--- src/rtl/pst_conv_monitor.sv ---
// rtl/pst_conv_monitor.sv - gamma-cycle convergence latency monitor for pst_2layer
// Optional macro PST_CONV_STABLE_EN: convergence needs two consecutive in-tolerance samples.
module pst_conv_monitor #(
  parameter logic [7:0] TOL        = 8'd5,
  parameter logic [7:0] MAX_CYC    = 8'd16,
  parameter int         HIST_DEPTH = 8,
  parameter int         HIST_AW    = 3
) (
  input  logic               clk,
  input  logic               rst,
  input  logic               cycle_start,
  input  logic [7:0]         input_current,
  input  logic [7:0]         error_L2,
  output logic               busy,
  output logic               lat_valid,
  output logic [7:0]         lat_out,
  output logic               timeout,
  output logic [7:0]         trans_count,
  output logic [7:0]         timeout_count,
  output logic [15:0]        sum_lat,
  output logic [HIST_AW:0]   hist_count,
  input  logic [HIST_AW-1:0] hist_rd_idx,
  output logic [8:0]         hist_rd_data
);

  typedef enum logic {IDLE, TRACK} state_t;

  localparam logic [HIST_AW:0] DEPTH_C = (HIST_AW+1)'(HIST_DEPTH);

  state_t             state, state_nxt;
  logic [7:0]         cur_q;
  logic               armed;
  logic [7:0]         cnt, cnt_nxt, cnt_n;
  logic               trans, hit;
  logic               new_trans;
  logic               rec;
  logic [7:0]         rec_lat;
  logic               rec_to;
  logic [HIST_AW-1:0] wr_ptr;
  logic [HIST_AW-1:0] rd_addr;
  logic [8:0]         mem [HIST_DEPTH];
`ifdef PST_CONV_STABLE_EN
  logic               pend, pend_nxt;
`endif

  assign trans = armed && (input_current != cur_q);
  assign hit   = (error_L2 <= TOL);
  assign cnt_n = cnt + 8'd1;
  assign busy  = (state == TRACK);

  // Next-state decision and record request, evaluated only at a sample edge
  always_comb begin
    state_nxt = state;
    cnt_nxt   = cnt;
    new_trans = 1'b0;
    rec       = 1'b0;
    rec_lat   = 8'd0;
    rec_to    = 1'b0;
`ifdef PST_CONV_STABLE_EN
    pend_nxt  = pend;
`endif
    if (cycle_start) begin
      case (state)
        IDLE: begin
          if (trans) begin
            new_trans = 1'b1;
            cnt_nxt   = 8'd0;
            state_nxt = TRACK;
`ifdef PST_CONV_STABLE_EN
            pend_nxt  = 1'b0;
`endif
          end
        end
        TRACK: begin
          if (trans) begin
            // abort beats the convergence check at this edge
            rec       = 1'b1;
            rec_lat   = cnt;
            rec_to    = 1'b1;
            cnt_nxt   = 8'd0;
            new_trans = 1'b1;
`ifdef PST_CONV_STABLE_EN
            pend_nxt  = 1'b0;
`endif
          end else begin
`ifdef PST_CONV_STABLE_EN
            // cnt already holds the count of the pending first hit
            if (pend && hit) begin
              rec       = 1'b1;
              rec_lat   = cnt;
              state_nxt = IDLE;
              pend_nxt  = 1'b0;
            end else if (cnt_n == MAX_CYC) begin
              rec       = 1'b1;
              rec_lat   = MAX_CYC;
              rec_to    = 1'b1;
              state_nxt = IDLE;
              pend_nxt  = 1'b0;
            end else begin
              cnt_nxt  = cnt_n;
              pend_nxt = hit;
            end
`else
            if (hit) begin
              rec       = 1'b1;
              rec_lat   = cnt_n;
              state_nxt = IDLE;
            end else if (cnt_n == MAX_CYC) begin
              rec       = 1'b1;
              rec_lat   = MAX_CYC;
              rec_to    = 1'b1;
              state_nxt = IDLE;
            end else begin
              cnt_nxt = cnt_n;
            end
`endif
          end
        end
        default: state_nxt = IDLE;
      endcase
    end
  end

  // State, statistics and history update
  always_ff @(posedge clk or posedge rst) begin
    if (rst) begin
      state         <= IDLE;
      cur_q         <= 8'd0;
      armed         <= 1'b0;
      cnt           <= 8'd0;
      lat_valid     <= 1'b0;
      lat_out       <= 8'd0;
      timeout       <= 1'b0;
      trans_count   <= 8'd0;
      timeout_count <= 8'd0;
      sum_lat       <= 16'd0;
      hist_count    <= '0;
      wr_ptr        <= '0;
      for (int i = 0; i < HIST_DEPTH; i++) mem[i] <= 9'd0;
`ifdef PST_CONV_STABLE_EN
      pend          <= 1'b0;
`endif
    end else begin
      lat_valid <= rec;
      state     <= state_nxt;
      cnt       <= cnt_nxt;
`ifdef PST_CONV_STABLE_EN
      pend      <= pend_nxt;
`endif
      if (cycle_start) begin
        cur_q <= input_current;
        armed <= 1'b1;
      end
      if (new_trans && trans_count != 8'hFF) trans_count <= trans_count + 8'd1;
      if (rec) begin
        lat_out     <= rec_lat;
        timeout     <= rec_to;
        mem[wr_ptr] <= {rec_to, rec_lat};
        wr_ptr      <= wr_ptr + 1'b1;
        if (hist_count != DEPTH_C) hist_count <= hist_count + 1'b1;
        if (sum_lat > (16'hFFFF - {8'd0, rec_lat})) sum_lat <= 16'hFFFF;
        else sum_lat <= sum_lat + {8'd0, rec_lat};
        if (rec_to && timeout_count != 8'hFF) timeout_count <= timeout_count + 8'd1;
      end
    end
  end

  // History read port, index 0 is the newest entry
  always_comb begin
    rd_addr      = wr_ptr - HIST_AW'(1) - hist_rd_idx;
    hist_rd_data = 9'd0;
    if ({1'b0, hist_rd_idx} < hist_count) hist_rd_data = mem[rd_addr];
  end

endmodule

--- config.mk ---
export PLATFORM = sky130hd
export DESIGN_NAME = pst_conv_monitor
export DESIGN_NICKNAME = d
export VERILOG_FILES = /design/src/rtl/pst_conv_monitor.sv
export SDC_FILE = /design/constraint.sdc
export NUM_CORES = 1
export LEC_CHECK = 0
export ABC_AREA = 0
export BUFFER_PORTS_ARGS = -buffer_cell sky130_fd_sc_hd__buf_2
export CAP_MARGIN = 20
export CORE_MARGIN = 2
export CORE_UTILIZATION = 30
export CTS_BUF_LIST = sky130_fd_sc_hd__clkbuf_8
export CTS_CLUSTER_DIAMETER = 30
export DETAILED_ROUTE_END_ITERATION = 12
export SETUP_SLACK_MARGIN = 0.3
export SYNTH_ARGS = -nofsm -noshare
export SYNTH_HDL_FRONTEND = slang
export SYNTH_SLANG_ARGS = --single-unit
--- constraint.sdc ---
create_clock -name clk -period 12.15 [get_ports clk]
set_input_delay 1.215 -clock clk [delete_from_list [all_inputs] [get_ports clk]]
set_output_delay 1.215 -clock clk [all_outputs]
set_load 0.02 [all_outputs]
Word-level counts from Yosys, hierarchy flattened

Cells that the tools add are included.

Register bits: 139

$add $sub $neg: 9
$lt $le $gt $ge: 6
Equality and inequality tests: 8
Mux-type cells: 33
Bitwise gates (word level): 3
Reduce and logical (&&, ||, !) cells: 7

Operator list:

| kind                                                           | number |
|---|---|
| bitwise mux 72 bit                                             | 1 |
| 2-to-1 mux 8 bit                                               | 8 |
| 2-to-1 mux 9 bit                                               | 4 |
| binary-select mux 9 bit (select 3 bit)                         | 1 |
| demux 9 bit (select 3 bit)                                     | 1 |
| adder 8 x 1 -> 8 bit, second input constant                    | 3 |
| adder 16 x 8 -> 16 bit                                         | 1 |
| > comparator 16 bit                                            | 1 |
| 2-to-1 mux 16 bit                                              | 1 |
| != test 8 bit, second input constant                           | 2 |
| one-hot mux 8 bit (2 select lines)                             | 1 |
| 2-to-1 mux 1 bit                                               | 14 |
| subtractor 1 x 9 -> 10 bit, first input constant               | 1 |
| equality test 8 x 5 -> 1 bit, second input constant            | 1 |
| >= comparator 4 bit, second input constant                     | 2 |
| less-or-equal comparator 8 x 3 -> 1 bit, second input constant | 1 |
| != test 8 bit                                                  | 1 |
| inverter 3 -> 4 bit                                            | 2 |
| != test 3 bit, second input constant                           | 2 |
| 2-to-1 mux 5 bit                                               | 1 |
| adder 4 x 1 -> 4 bit, second input constant                    | 1 |
| logical AND 1 bit                                              | 4 |
| less-than comparator 3 x 4 -> 1 bit                            | 1 |
| less-than comparator 4 x 1 -> 1 bit, second input constant     | 1 |
| other kinds (9)                                                | 10 |

Longest topological paths before layout

Depth after elaboration: 10
Gate-level depth with buffers: 16
Mapped depth without buffers: 14

Worst setup path after synthesis

No wires, ideal clock.

Kind: input-to-output
From: in hist_rd_idx[0]
To: out hist_rd_data[8]
Data arrival time: 3.350 ns
Setup slack: 7.585 ns
Cell stages on the path: 9
Path buffers: 2
Path through: inv_1 -> ha_1 -> inv_1 -> fa_1 -> clkbuf_1 -> clkbuf_1 -> mux4_2 -> mux2i_1 -> nor2_1

Word-level cells in the longest chain between the ends: 6
Elaborated cells between the ends (all ways): 7
Those cells by class: add/sub: 1; order compare: 1; mux: 4; bitwise: 1

Ends and longest elaborated chain:

| element                                             | RTL line | source |
|---|---|---|
| from (decl)                                         | 22       | `input logic [HIST_AW-1:0] hist_rd_idx,` |
| subtractor 3 bit                                    | 170      | `rd_addr = wr_ptr - HIST_AW'(1) - hist_rd_idx;` |
| inverter 3 -> 4 bit (implied by the code)           | 172      | `if ({1'b0, hist_rd_idx} < hist_count) hist_rd_data = mem[rd_addr];` |
| binary-select mux 9 bit (select 3 bit)              | 172      |  |
| 2-to-1 mux 9 bit (implied by the code) (2 in a row) | 172      |  |
| 2-to-1 mux 9 bit *                                  | 172      |  |
| to (decl)                                           | 23       | `output logic [8:0] hist_rd_data` |

Every way passes the cells marked *; elsewhere a longest branch is shown, timed or not. The select of a mux whose other input is x is not followed.

Worst setup path after layout

From: in hist_rd_idx[0]
To: out hist_rd_data[6]

The elaborated chain is that of the path after synthesis.

==> reports/qor.txt <==
Layout fillers - 2375
Final ANT Viol Nets - 0
ranking of synthesized cells by area - dfrtp_1 (48%), mux2_2 (13%), mux4_2 (5.6%), ha_1 (3.3%), xnor2_1 (2.8%)
grt total ovfl - 0
Mapped Cells - 594
initial core utilization - 30.6%
Max stage delay on crit path - 710 ps
Simple-Gate Fraction of Synth Area - 9.63%
Final Setup Violations - 0
HP Start - lat_out[3]$_DFFE_PP0P_
PD cells - 168 nW/µm²
GRT Overall Usage - 13.3%
Int Power - 0.907 mW
Post-CTS Hold Buffers - 0
Post-Synth Adder-Cell Area - 3.85%
area grow syn2layout - 15.8%
WP depth - 10
Relative slew margins - 27.9%
CTS tree - done
fmax - 215 MHz
Die Wd - 159 µm
largest family of logic cells by synthesized area - multiplexers
R2R Path Start - cnt[2]$_DFFE_PP0P_
reg2reg end - sum_lat[14]$_DFFE_PP0P_
P_leak - 4.01 nW
postcts setup bufs - 0
power share of the clock group - 28.0%
IO Pins - 78
M1 WL - 7710 µm
area of the mapped netlist - 7210 µm²
Psw - 0.496 mW
Avg Inst Size Synth - 12.1 µm²
Hold Vio Cnt, Final - 0
reg2reg path depth - 14
WS Path Type - primary input to output port
Reg clk slew, reported paths - 80 ps
vias per cell - 4.93
CP max-delay cell - xnor2_2
Post-synth EDFFs - 0
Seq/Total Area, Yosys - 48.2%
delay-heaviest family, CP - XOR/XNOR gates
Root Driver - clkbuf_8
htree depth - 4
Worst-Margin Slew - 1070 ps
worst vdd ir - 0.0000937 V
1st-iter DRT viols - 276
placed cell areas - 7930 µm²
site row count - 56
pre-CTS setup slack - 6770 ps
Yosys Warn Count - 0
sequential power share - 41.3%
Critical Path Source Type - primary input
Worst Setup End Kind - output port
Post-Synth XOR/XNOR Area - 4.01%
Clock Skews - 16.4 ps
top-area cell type share of the netlist area - 48.2%
Crit Path Max Fanout - 9
crit path cell chain - buf_2 > inv_1 > ha_1 > inv_1 > fa_1 > xor2_1 > xnor2_2 > mux2i_1 > nor2_1 > buf_2
Worst EP arrival - 3440 ps
Highest Signal Layer - met4
cell depth of the worst min-delay path - 1
die height - 159 µm
#FFs+latches synth - 139
Post-synth top cells - dfrtp_1 (139), mux2_2 (81), nor2_1 (27)
CP required - 10930 ps
shortest period the worst path allows - 4650 ps
Post-Route Setup TNS - 0 ps
WL/cell - 16.5 µm
mux cell area share after synthesis - 21.6%
drt pass-1 iters - 4
total nets after synthesis - 637
final net count - 709
top-count cell post-synth - dfrtp_1
DRC Markers - 0
die area - 25300 µm²
worst setup margin - 7500 ps
Distinct cells, synth - 57
max cap viols - 0
total CTS buffers - 17
sequential cell area - 3480 µm²
WHS Endpoint - lat_out[3]$_DFFE_PP0P_
PortBufs - 76
first-pass GRT wire length - 26900 µm
area of the multi-input gates - 3520 µm²
Slew Limit Fails - 0
switching part of the total power - 35.4%
layout cells sized above 1 - 34.6%
FFs w/ async S/R, synth - 100%
diode count - 0
outcome - finished clean
GP Congestion - 0.827
Max Root-Sink Buffers - 2
DR WL met2 - 7750 µm
pin count of the biggest net entering global routing - 82
core region area - 23500 µm²
initial antenna violation count - 0
CP Buf/Inv Count - 4
HPWL Detailed - 11000 µm
Post-synth top flop - dfrtp_1
vias in the first global route - 4904
RSZ-0062 raised after global routing - false
worst skew pair latency - 450 ps
post_cts resized - 0
combinational group share of total power - 30.8%
compound-cell area share of the yosys netlist - 9.64%
clk sink count - 139
Met3 Wirelength - 753 µm
cell taking the most area after synthesis - dfrtp_1
final wirelength - 16500 µm
fin area - 8350 µm²
Via Count - 4925
reg-to-reg setup timing slack - 7900 ps
Final Cycle Share - 38.3%
Min-Delay Path Class - register to register
[per-layer routing]
| metal | global-route usage, % | up-vias |
|---|---|---|
| met1 | 17.3 | 2494 |
| met5 | 0 | - |
| li1 | - | 2318 |
| met2 | 22.0 | 99 |
| met4 | 3.84 | 0 |
| met3 | 3.44 | 14 |
[sequential cells by signal, indices dropped and copies added, names as in the netlist]
name / flops
wr_ptr: 3
armed: 1
timeout: 1
hist_count: 4
trans_count: 8
timeout_count: 8
mem: 72
busy: 1
lat_valid: 1
cnt: 8
cur_q: 8
lat_out: 8
sum_lat: 16
[cells in the final DEF, fill, tap and decap left out, types with 10 or more instances in the layout]
| cell type | Yosys | layout |
|---|---|---|
| and3_1 | 13 | 13 |
| nand4_1 | 15 | 15 |
| nand3_1 | 10 | 10 |
| mux4_2 | 18 | 18 |
| mux2i_1 | 11 | 11 |
| dfrtp_1 | 139 | 139 |
| a31oi_1 | 10 | 10 |
| buf_4 | 0 | 11 |
| a21o_1 | 14 | 14 |
| mux2_2 | 81 | 81 |
| inv_1 | 17 | 17 |
| clkbuf_8 | 0 | 20 |
| nor2_1 | 27 | 27 |
| xor2_1 | 10 | 10 |
| ha_1 | 19 | 19 |
| nand2_1 | 23 | 23 |
| o21ai_0 | 22 | 22 |
| a21oi_1 | 21 | 21 |
| buf_2 | 7 | 76 |
| xnor2_1 | 23 | 22 |
[power groups by stage]
stage | combinational, mW | sequential [mW] | clock, mW
2_1_floorplan | 0.285 | 0.615 | 0
3_3_place_gp | 0.434 | 0.587 | 0
3_5_place_dp | 0.439 | 0.587 | 0
4_1_cts | 0.440 | 0.579 | 0.409
5_1_grt | 0.471 | 0.590 | 0.428
6_report | 0.432 | 0.579 | 0.393
[worst max path at each step]
stage                                start                       to  slack, ps
final                       hist_rd_idx[0]          hist_rd_data[6]       7500
after global routing           cycle_start  sum_lat[10]$_DFFE_PP0P_       7200
after CTS                 input_current[3]   sum_lat[9]$_DFFE_PP0P_       7240
after detailed placement  input_current[3]   sum_lat[9]$_DFFE_PP0P_       6770
after global placement    input_current[3]   sum_lat[9]$_DFFE_PP0P_       6740
after floorplan                        rst        armed$_DFFE_PP0P_       7210
[cells by family after synthesis]
family | after synthesis
flops | 139
compound gates | 99
xor+xnor | 33
fa+ha+maj | 21
simple gates | 131
buf+inv | 52
mux | 119
[cell type report]
type | count | share of cell area [%]
Timing Repair Buffer | 87 | 5.54
Clock buffer | 20 | 3.30
Multi-Input combinational cell | 403 | 42.2
Clock inverter | 12 | 1.65
Sequential cell | 139 | 41.7
Tap cell | 319 | 4.78
Inverter | 18 | 0.869
[worst reg2reg max path: cells and delay by family (launching register included)]
family                   cells  cell delay, ps
AO/OA/AOI/OAI                6            1650
flip-flops                   1             460
AND/OR/NAND/NOR              4             880
buffers and inverters        3             880
adder cells (fa/ha/maj)      1             260
[metrics by stage]
stage	utilization [%]	hold WS (ps)	instances	total power, mW
5_1_grt	35.5	499	998	1.49
3_3_place_gp	33.7	459	965	1.02
6_report	35.5	482	998	1.40
3_5_place_dp	33.7	469	965	1.03
2_1_floorplan	-	459	594	0.900
4_1_cts	35.4	489	997	1.43
Note: power is estimated with default switching activity, not from simulation.
